### src/rtl/conv_ctrl_pkg.sv
// Shared types and elaboration helpers for the parametrised convolution
// controller.
//
// Contents:
//   fsm_state  - controller state encoding
//   idx_width  - index width for a range of n values (at least 1 bit)
//   nb_groups  - number of kernel groups needed to cover all output channels
//   nk_of      - kernels present in group g (the last group may be partial)
//   NB_GROUPS, LAST_NK, *_W - derived values for the default configuration
package conv_ctrl_pkg;

    typedef enum logic [2:0] {
        ST_IDLE    = 3'd0,
        ST_LOAD_K  = 3'd1,
        ST_LOAD_I  = 3'd2,
        ST_COMPUTE = 3'd3,
        ST_EMIT    = 3'd4
    } fsm_state;

    function automatic int idx_width(input int n);
        return (n > 1) ? $clog2(n) : 1;
    endfunction

    function automatic int nb_groups(input int oc, input int kg);
        return (oc + kg - 1) / kg;
    endfunction

    function automatic int nk_of(input int g, input int oc, input int kg);
        int rem;
        rem = oc - g * kg;
        return (rem < kg) ? rem : kg;
    endfunction

    localparam int DEF_OC        = 32;
    localparam int DEF_K_GROUP   = 6;
    localparam int DEF_K_WORDS   = 12;
    localparam int DEF_I_WORDS   = 4;

    localparam int NB_GROUPS     = nb_groups(DEF_OC, DEF_K_GROUP);
    localparam int LAST_NK       = nk_of(NB_GROUPS - 1, DEF_OC, DEF_K_GROUP);
    localparam int KERNEL_IDX_W  = idx_width(DEF_K_GROUP);
    localparam int K_WORD_IDX_W  = idx_width(DEF_K_WORDS);
    localparam int I_WORD_IDX_W  = idx_width(DEF_I_WORDS);

endpackage

### src/rtl/wrap_counter.sv
// Index counter that counts 0..max and wraps back to 0.
//
// Ports:
//   clk, arst_n_in - clock, asynchronous active-low reset
//   clr            - synchronous clear to 0 (wins over inc)
//   inc            - advance by one, wrapping to 0 after max
//   max            - terminal value, may change at run time
//   cnt            - current index
//   last           - cnt equals max (next inc wraps)
module wrap_counter #(
    parameter int WIDTH = 4
) (
    input  logic             clk,
    input  logic             arst_n_in,
    input  logic             clr,
    input  logic             inc,
    input  logic [WIDTH-1:0] max,
    output logic [WIDTH-1:0] cnt,
    output logic             last
);

    assign last = (cnt == max);

    always_ff @(posedge clk or negedge arst_n_in) begin
        if (!arst_n_in) begin
            cnt <= '0;
        end else if (clr) begin
            cnt <= '0;
        end else if (inc) begin
            cnt <= last ? '0 : cnt + WIDTH'(1);
        end
    end

endmodule

### src/rtl/conv_ctrl_gen.sv
// Convolution layer controller: sequences kernel-group loads, input-row
// loads, per-pixel MAC passes and result emission between the con_* load
// stream and the KDS/IDSS/MAC datapath.
//
// Ports:
//   clk, arst_n_in        - clock, asynchronous active-low reset
//   start                 - begin a layer (only looked at in IDLE)
//   running, done         - busy flag, one-cycle completion pulse
//   con_valid, con_ready  - load/compute stream handshake
//   ld_k_we/kernel/word   - KDS write strobe and address
//   ld_i_we/word          - IDSS write strobe and word index
//   i_shift               - shift IDSS by one row
//   mac_en, mac_clear     - MAC accumulate / clear on first word of a pass
//   out_valid, out_ready  - result handshake
//   out_x, out_y, out_ch  - coordinates of the presented result
//
// state      | meaning
// -----------+-------------------------------------------------------
// ST_IDLE    | waiting for start, all strobes low
// ST_LOAD_K  | streaming nk*K_WORDS kernel words into the KDS
// ST_LOAD_I  | streaming KERNEL_SIZE rows of I_WORDS words into IDSS
// ST_COMPUTE | one MAC pass of I_WORDS words for pixel (x, y)
// ST_EMIT    | presenting nk results for (x, y), one per accept
module conv_ctrl_gen
    import conv_ctrl_pkg::*;
#(
    parameter int FEATURE_MAP_WIDTH  = 64,
    parameter int FEATURE_MAP_HEIGHT = 64,
    parameter int OUTPUT_NB_CHANNELS = 32,
    parameter int KERNEL_SIZE        = 3,
    parameter int K_GROUP            = 6,
    parameter int K_WORDS            = 12,
    parameter int I_WORDS            = 4
) (
    input  logic                           clk,
    input  logic                           arst_n_in,
    input  logic                           start,
    output logic                           running,
    output logic                           done,
    input  logic                           con_valid,
    output logic                           con_ready,
    output logic                           ld_k_we,
    output logic [idx_width(K_GROUP)-1:0]  ld_k_kernel,
    output logic [idx_width(K_WORDS)-1:0]  ld_k_word,
    output logic                           ld_i_we,
    output logic [idx_width(I_WORDS)-1:0]  ld_i_word,
    output logic                           i_shift,
    output logic                           mac_en,
    output logic                           mac_clear,
    output logic                           out_valid,
    input  logic                           out_ready,
    output logic [31:0]                    out_x,
    output logic [31:0]                    out_y,
    output logic [31:0]                    out_ch
);

    localparam int KK_W  = idx_width(K_GROUP);
    localparam int KW_W  = idx_width(K_WORDS);
    localparam int IW_W  = idx_width(I_WORDS);
    localparam int ROW_W = idx_width(KERNEL_SIZE);
    localparam int X_W   = idx_width(FEATURE_MAP_WIDTH);
    localparam int Y_W   = idx_width(FEATURE_MAP_HEIGHT);
    localparam int N_GRP = nb_groups(OUTPUT_NB_CHANNELS, K_GROUP);
    localparam int G_W   = idx_width(N_GRP);

    localparam logic [KW_W-1:0]  KW_MAX  = KW_W'(K_WORDS - 1);
    localparam logic [IW_W-1:0]  IW_MAX  = IW_W'(I_WORDS - 1);
    localparam logic [ROW_W-1:0] ROW_MAX = ROW_W'(KERNEL_SIZE - 1);
    localparam logic [X_W-1:0]   X_MAX   = X_W'(FEATURE_MAP_WIDTH - 1);
    localparam logic [Y_W-1:0]   Y_MAX   = Y_W'(FEATURE_MAP_HEIGHT - 1);
    localparam logic [G_W-1:0]   G_MAX   = G_W'(N_GRP - 1);
    localparam logic [31:0]      CH_STEP = 32'(K_GROUP);

    fsm_state state_q, state_nx;

    logic [KW_W-1:0]  kw_cnt;
    logic [KK_W-1:0]  kern_cnt;
    logic [IW_W-1:0]  iw_cnt;
    logic [ROW_W-1:0] row_cnt;
    logic [X_W-1:0]   x_cnt;
    logic [Y_W-1:0]   y_cnt;
    logic [G_W-1:0]   g_cnt;
    logic [KK_W-1:0]  j_cnt;
    logic kw_last, kern_last, iw_last, row_last, x_last, y_last, g_last, j_last;

    logic [KK_W-1:0] nk_m1;
    logic [31:0]     ch_base_q;
    logic            done_q;

    logic cnt_clr, k_xfer, i_xfer, c_xfer, emit_acc, pix_done, row_adv, group_adv;
    logic layer_done;
    logic unused_row;

    assign cnt_clr    = (state_q == ST_IDLE) && start;
    assign k_xfer     = (state_q == ST_LOAD_K) && con_valid;
    assign i_xfer     = (state_q == ST_LOAD_I) && con_valid;
    assign c_xfer     = (state_q == ST_COMPUTE) && con_valid;
    assign emit_acc   = (state_q == ST_EMIT) && out_ready;
    assign pix_done   = emit_acc && j_last;
    assign row_adv    = pix_done && x_last;
    assign group_adv  = row_adv && y_last;
    assign layer_done = group_adv && g_last;

    // The row index itself is never needed, only its terminal flag.
    assign unused_row = ^row_cnt;

    // Kernels in the current group; only the last group can be short.
    always_comb begin
        nk_m1 = KK_W'(nk_of(int'(g_cnt), OUTPUT_NB_CHANNELS, K_GROUP) - 1);
    end

    wrap_counter #(.WIDTH(KW_W)) u_kw_cnt (
        .clk(clk), .arst_n_in(arst_n_in), .clr(cnt_clr), .inc(k_xfer),
        .max(KW_MAX), .cnt(kw_cnt), .last(kw_last)
    );

    wrap_counter #(.WIDTH(KK_W)) u_kern_cnt (
        .clk(clk), .arst_n_in(arst_n_in), .clr(cnt_clr), .inc(k_xfer && kw_last),
        .max(nk_m1), .cnt(kern_cnt), .last(kern_last)
    );

    // Shared by row loads and compute passes: both walk I_WORDS words.
    wrap_counter #(.WIDTH(IW_W)) u_iw_cnt (
        .clk(clk), .arst_n_in(arst_n_in), .clr(cnt_clr), .inc(i_xfer || c_xfer),
        .max(IW_MAX), .cnt(iw_cnt), .last(iw_last)
    );

    wrap_counter #(.WIDTH(ROW_W)) u_row_cnt (
        .clk(clk), .arst_n_in(arst_n_in), .clr(cnt_clr), .inc(i_xfer && iw_last),
        .max(ROW_MAX), .cnt(row_cnt), .last(row_last)
    );

    // x, y and group wrap to 0 exactly when the next-outer index advances.
    wrap_counter #(.WIDTH(X_W)) u_x_cnt (
        .clk(clk), .arst_n_in(arst_n_in), .clr(cnt_clr), .inc(pix_done),
        .max(X_MAX), .cnt(x_cnt), .last(x_last)
    );

    wrap_counter #(.WIDTH(Y_W)) u_y_cnt (
        .clk(clk), .arst_n_in(arst_n_in), .clr(cnt_clr), .inc(row_adv),
        .max(Y_MAX), .cnt(y_cnt), .last(y_last)
    );

    wrap_counter #(.WIDTH(G_W)) u_g_cnt (
        .clk(clk), .arst_n_in(arst_n_in), .clr(cnt_clr), .inc(group_adv),
        .max(G_MAX), .cnt(g_cnt), .last(g_last)
    );

    wrap_counter #(.WIDTH(KK_W)) u_j_cnt (
        .clk(clk), .arst_n_in(arst_n_in), .clr(cnt_clr), .inc(emit_acc),
        .max(nk_m1), .cnt(j_cnt), .last(j_last)
    );

    always_ff @(posedge clk or negedge arst_n_in) begin
        if (!arst_n_in) begin
            state_q   <= ST_IDLE;
            ch_base_q <= '0;
            done_q    <= 1'b0;
        end else begin
            state_q <= state_nx;
            done_q  <= layer_done;
            if (cnt_clr) begin
                ch_base_q <= '0;
            end else if (group_adv) begin
                ch_base_q <= g_last ? '0 : ch_base_q + CH_STEP;
            end
        end
    end

    always_comb begin
        state_nx  = state_q;
        con_ready = 1'b0;
        ld_k_we   = 1'b0;
        ld_i_we   = 1'b0;
        i_shift   = 1'b0;
        mac_en    = 1'b0;
        mac_clear = 1'b0;
        out_valid = 1'b0;
        case (state_q)
            ST_IDLE: begin
                if (start) begin
                    state_nx = ST_LOAD_K;
                end
            end
            ST_LOAD_K: begin
                con_ready = 1'b1;
                ld_k_we   = con_valid;
                if (con_valid && kw_last && kern_last) begin
                    state_nx = ST_LOAD_I;
                end
            end
            ST_LOAD_I: begin
                con_ready = 1'b1;
                ld_i_we   = con_valid;
                i_shift   = con_valid && iw_last;
                if (con_valid && iw_last && row_last) begin
                    state_nx = ST_COMPUTE;
                end
            end
            ST_COMPUTE: begin
                con_ready = 1'b1;
                mac_en    = con_valid;
                mac_clear = con_valid && (iw_cnt == '0);
                i_shift   = con_valid && iw_last;
                if (con_valid && iw_last) begin
                    state_nx = ST_EMIT;
                end
            end
            ST_EMIT: begin
                out_valid = 1'b1;
                if (pix_done) begin
                    if (!x_last) begin
                        state_nx = ST_COMPUTE;
                    end else if (!y_last) begin
                        state_nx = ST_LOAD_I;
                    end else if (!g_last) begin
                        state_nx = ST_LOAD_K;
                    end else begin
                        state_nx = ST_IDLE;
                    end
                end
            end
            default: begin
                state_nx = ST_IDLE;
            end
        endcase
    end

    assign running     = (state_q != ST_IDLE);
    assign done        = done_q;
    assign ld_k_kernel = kern_cnt;
    assign ld_k_word   = kw_cnt;
    assign ld_i_word   = iw_cnt;
    assign out_x       = 32'(x_cnt);
    assign out_y       = 32'(y_cnt);
    assign out_ch      = ch_base_q + 32'(j_cnt);

endmodule

### config.mk
export PLATFORM = sky130hd
export DESIGN_NAME = conv_ctrl_gen
export DESIGN_NICKNAME = d
export VERILOG_FILES = /design/src/rtl/conv_ctrl_pkg.sv /design/src/rtl/wrap_counter.sv /design/src/rtl/conv_ctrl_gen.sv
export SDC_FILE = /design/constraint.sdc
export NUM_CORES = 1
export LEC_CHECK = 0
export CAP_MARGIN = 10
export CORE_MARGIN = 5
export CORE_UTILIZATION = 38
export DETAILED_ROUTE_END_ITERATION = 10
export PLACE_DENSITY_LB_ADDON = 0.15
export RECOVER_POWER = 100
export SLEW_MARGIN = 15
export SYNTH_ARGS = -nofsm -noshare
export SYNTH_HDL_FRONTEND = slang
export SYNTH_SLANG_ARGS = --single-unit
### constraint.sdc
create_clock -name clk -period 11 [get_ports clk]
set_clock_uncertainty 0.2 [all_clocks]
set_input_delay 1.1 -clock clk [delete_from_list [all_inputs] [get_ports clk]]
set_output_delay 1.1 -clock clk [all_outputs]
set_load 0.05 [all_outputs]
# Word-level counts from Yosys, hierarchy flattened
# Index checks and enable logic that the tools add are counted.
# Widths: inputs -> output; s select.
# word_totals
out_inout_bits	114
elab_cells	117
ff_bits	65
# op_classes
muxes	44
multipliers	1
eq_ne	17
order_cmp	1
add_sub_neg	12
reduce_logical	31
# op_table
op	n
$mux 32	3
$mux 3	15
$mux 6	6
$add 32x3->32	1
$add 32x3->32 const B	1
$logic_and 1x1->1	16
$mux 2	8
$reduce_bool 2->1	8
$pmux 3 s5	1
$add 6x1->6 const B	2
$eq 6x6->1 const B	2
$mux 4	3
$add 3x1->3 const B	3
$mux 1	8
$lt 7x4->1 const B	1
$sub 6x6->7 const A	1
$eq 3x2->1 const B	2
$eq 3x3->1	2
$eq 3x3->1 const B	2
$ne 2x1->1 const B	3
$mul 3x2->5 const B	1
$reduce_and 5->1	1
$add 2x1->2 const B	2
$add 4x1->4 const B	1
other kinds (11)	13

# Longest topological paths before layout
# logic_depth
ltp_word	11
mapped_depth	15
depth_no_buf	13

# Cells and area by module
# From an unflattened synthesis, not the netlist that was laid out.
# hier_totals
hier_cells	598
area_unflattened_um2	5236.3
# modules_own_cells
module	seq_area_each_um2	cells_each	instances	area_per_inst_um2
conv_ctrl_gen	875.8	409	1	3251.9
wrap_counter at u_x_cnt ...	150.1	37	2	399.1
wrap_counter at u_g_cnt ...	75.1	20	3	216.5
wrap_counter at u_kw_cnt	100.1	27	1	284.0
wrap_counter at u_iw_cnt ...	50.0	14	2	126.4

# Worst setup path after synthesis
# No wires, ideal clock.
# synth_path
kind	register to output
from	reg u_j_cnt.cnt[2]
to	out out_ch[20]
n_path_buf	0
required_ns	9.700
path_stages_with_launch	8
path_slack_ns	7.135
t_arrival_ns	2.565
path_cell_list	dfrtp_1 ha_1 a21oi_1 nor3_1 and3_1 nand2_1 nor2_1 xor2_1
# synth_via
elab_chain_cells	1
# synth_rtl
element	line	rtl
start: declaration	wrap_counter.sv:18	output logic [WIDTH-1:0] cnt,
start signal: assignment	wrap_counter.sv:30	cnt <= last ? '0 : cnt + WIDTH'(1);
$add 32x3->32	conv_ctrl_gen.sv:236	assign out_ch = ch_base_q + 32'(j_cnt);
end: declaration	conv_ctrl_gen.sv:54	output logic [31:0] out_ch
# Every way passes these cells.

# Final worst setup path
# layout_path
from	reg u_g_cnt.cnt[0]
to	reg ch_base_q[12]
# layout_via
elab_chain_cells	10
# layout_rtl
element	line	rtl
start: declaration	wrap_counter.sv:18	
start signal: assignment	wrap_counter.sv:30	
$mul 3x2->5	conv_ctrl_pkg.sv:30	rem = oc - g * kg;
$sub 6x6->7	conv_ctrl_pkg.sv:30	
$lt 7x4->1	conv_ctrl_pkg.sv:31	return (rem < kg) ? rem : kg;
$mux 3	conv_ctrl_pkg.sv:31	
$sub 3x2->3	conv_ctrl_gen.sv:109	nk_m1 = KK_W'(nk_of(int'(g_cnt), OUTPUT_NB_CHANNELS, K_GROUP) - 1);
$eq 3x3->1	wrap_counter.sv:22	assign last = (cnt == max);
$logic_and 1x1->1	conv_ctrl_gen.sv:99	assign pix_done = emit_acc && j_last;
$logic_and 1x1->1	conv_ctrl_gen.sv:100	assign row_adv = pix_done && x_last;
$logic_and 1x1->1	conv_ctrl_gen.sv:101	assign group_adv = row_adv && y_last;
$reduce_bool 2->1 (no source line)	--	
end signal: assignment	conv_ctrl_gen.sv:165	ch_base_q <= g_last ? '0 : ch_base_q + CH_STEP;
end: declaration	conv_ctrl_gen.sv:87	logic [31:0] ch_base_q;
# Several ways; a longest one is shown, not always the timed one. The select of a mux whose other input is x is not followed.
# A chain may end at the register's enable or synchronous reset.

==> results.md <==
### Timing
• worst slew margin relative to its limit: -149%
• final hold vios: 0
• fmax: 0.178 GHz
• max-slew violation count: 105
• post-route minimum period: 5.61 ns
• total setup violations reported at the end of the flow: 0
• Period Utilization, post-route: 51.0%
• total negative slack: 0 ns
• measured slew at the worst slew-check pin: 3.74 ns
• RSZ-0062 raised after global routing: false

### Global routing
• via count of the first global-routing pass: 4473
• global-route track usage on met2: 26.4%
• total routing resource utilization after global routing: 16.7%
• grt ovf: 0
• most heavily used metal layer in global routing: met2
• maximum number of pins on one net before global-route repair: 65
• M3 GR Usage: 3.03%
• met1 track utilization from global routing: 23.0%
• wire length of the first global-routing pass: 22100 um
• initial antenna violation count: 0

### Setup path
• data required time at the worst endpoint: 11.03 ns
• critical path peak fanout: 36
• type of the worst setup path: flip-flop to flip-flop
• signal arrival time at the worst endpoint: 5.63 ns
• start point of the critical path: u_g_cnt.cnt[0]$_DFFE_PN0P_
• Worst Setup Start Kind: flip-flop
• Reg-to-Reg Start: u_g_cnt.cnt[0]$_DFFE_PN0P_
• kind of end point of the critical path: flip-flop

### Floorplan
• Core Region: 0.0131 mm2
• Die ar.: 0.0157 mm2
• standard-cell rows: 42
• vertical die dimension: 125 um
• Top-Level Pins: 119
• die width: 125 um
• initial core utilization: 38.4%

### CTS
• clock slew at reported path FFs: 0.06 ns
• TritonCTS sink count: 64
• clock buffer count from CTS: 9
• CTS max path bufs: 2
• H-tree levels: 3
• CTS tree: done
• clock insertion delay at the later pin of the skew report: 0.33 ns
• buffers inserted during post-CTS setup optimization: 0
• Post-CTS Hold Buffers: 0
• CTS Root Buffer Type: clkbuf_16
• quantity of gates resized following cts: 0

### Route
• wire length reported by the detailed router: 13500 um
• average wire length per cell after detail routing: 15.9 um
• residual antenna-violating net count after detailed routing: 0
• initial drt markers: 341
• via/cell ratio: 5.44
• Post-route DRC: 0
• length of the first detailed-routing pass in iterations: 5
• via count: 4628

### Yosys
• Most used DFF post-synth: dfrtp_1
• area share of xor/xnor cells in the synthesized design: 6.89%
• number of flops mapped to enable cells by yosys: 0
• main combinational cell family by area after synthesis: simple AND/OR/NAND/NOR gates
• Syn Area/Cell: 8.01 um2
• fraction of the mapped netlist area in compound gates: 16.2%
• Netlist cell types: 59
• register bit total from synthesis: 64
• post-synthesis async set-or-reset flop share: 100%
• synthesis warning total: 0
• simple-gate area share of the yosys netlist: 28.4%
• Post-Synthesis Cells: 630
• area of the mapped netlist: 0.00505 mm2
• sequential fraction of the synthesis area: 31.7%
• adder and majority cell fraction of the synthesized area: 4.36%
• share of synthesized area spent on multiplexers: 0.223%

### Finish
• fraction of final layout cells with drive strength greater than 1: 4.30%
• post-route standard cell area excluding fillers: 0.00581 mm2
• commonest non-fill, non-tap cells in the layout: dlygate4sd3_1, dfrtp_1, nand2_1, nor2_1, conb_1
• diode count: 0
• final cell count without fillers: 851
• # nets final: 692
• most common cell after layout, fill and taps aside: dlygate4sd3_1
• area grow syn2layout: 15.1%
• fill count: 1317

### Hold path
• path type of the worst min-delay path: flip-flop to flip-flop
• Worst Hold Launch: ch_base_q[1]$_DFFE_PN0P_

### Run status
• result of the run: finished with violations
• failing checks: max-capacitance violations, max-slew violations

### Placed design
• area of placed instances: 0.00558 mm2
• placed wire-length estimate: 9240 um
• placed insts: 834
• final estimated routing congestion in global placement: 0.899
• number of input and output port buffers inserted: 66

### Run
• max cap viols: 3

### Power
• Leakage: 0.00262 uW
• Peak VDD IR: 0.0000756 V
• power density of the placed cells: 115 mW/mm2

[worst paths after layout]
path	end	slack [ns]	cells after the start
worst min register to register	ch_base_q[1]$_DFFE_PN0P_	0.36	1
min in group asynchronous	u_kw_cnt.cnt[0]$_DFFE_PN0P_	1.94	2
worst min-delay path	ch_base_q[1]$_DFFE_PN0P_	0.36	1
max in group asynchronous	ch_base_q[17]$_DFFE_PN0P_	6.54	2
worst max-delay path	ch_base_q[12]$_DFFE_PN0P_	5.39	13
worst max register to register	ch_base_q[12]$_DFFE_PN0P_	5.39	13
[synth_stat cells, drive strengths merged, types with 16 or more instances]
master	n	area share, %
xor2	24	4.5
nor2	60	4.5
nand2	60	4.5
nand3	35	3.7
dfrtp	64	32
nor3	17	1.7
a21oi	46	4.6
o21ai	40	4.0
nand4	20	2.9
buf	60	8.5
ha	16	4.0
clkbuf	31	2.3
inv	17	1.3
[final cells by class]
| type | count | area [um2] | share of cell area, % |
|---|---|---|---|
| timing repair buffer | 69 | 678 | 11.7 |
| clock buffer | 13 | 270 | 4.65 |
| clock inverter | 3 | 15.0 | 0.258 |
| inverter | 17 | 63.8 | 1.10 |
| tap | 176 | 220 | 3.79 |
| sequential | 64 | 1600 | 27.6 |
| multi-input combinational | 509 | 2960 | 51.0 |
[layer usage]
layer	part of all wire (%)	wire length (um)
met2	47	6310
met3	5.6	751
met4	1.5	198
met1	46	6270
met5	0	0
[sequential cells by signal, summed over array words and instances, names as in the netlist]
signal and count:
ch_base_q 31, done 1, state_q 3, u_g_cnt.cnt 3, u_iw_cnt.cnt 2, u_j_cnt.cnt 3, u_kern_cnt.cnt 3, u_kw_cnt.cnt 4
u_row_cnt.cnt 2, u_x_cnt.cnt 6, u_y_cnt.cnt 6
[per-stage QoR]
step	hold slack [ns]	total power, uW	util (%)	worst slack, ns
final	0.360	668	44.2	5.39
after global routing	0.395	692	44.2	4.88
after CTS	0.357	678	44.7	6.12
after detailed placement	0.342	400	42.5	6.49
after global placement	0.332	399	42.5	6.54
after floorplan	0.300	378	-	7.13
[cells by family after synthesis]
group	Yosys count
adder cells (fa/ha/maj)	17
XOR/XNOR	38
buffers and inverters	108
other	1
AO/OA/AOI/OAI	130
AND/OR/NAND/NOR	271
flip-flops	64
multiplexers	1
[worst max-delay path, cell delays in order, from the launching register on]
cell,delay (ns)
dfrtp_1,0.57
ha_1,0.27
inv_1,0.07
fa_1,0.37
xor2_1,0.41
nand3_1,0.14
ha_1,0.20
nand2b_1,0.17
or2_2,0.20
o31ai_1,0.09
o221ai_1,0.43
nand4_1,1.26
or4_1,0.94
a21oi_1,0.15
[where the power goes]
group          leakage, uW  switching, uW  internal (uW)
Combinational      0.00160            103           27.0
Clock             0.000145            108            170
Sequential        0.000880           13.9            247
Note: power is estimated with default switching activity, not from simulation.
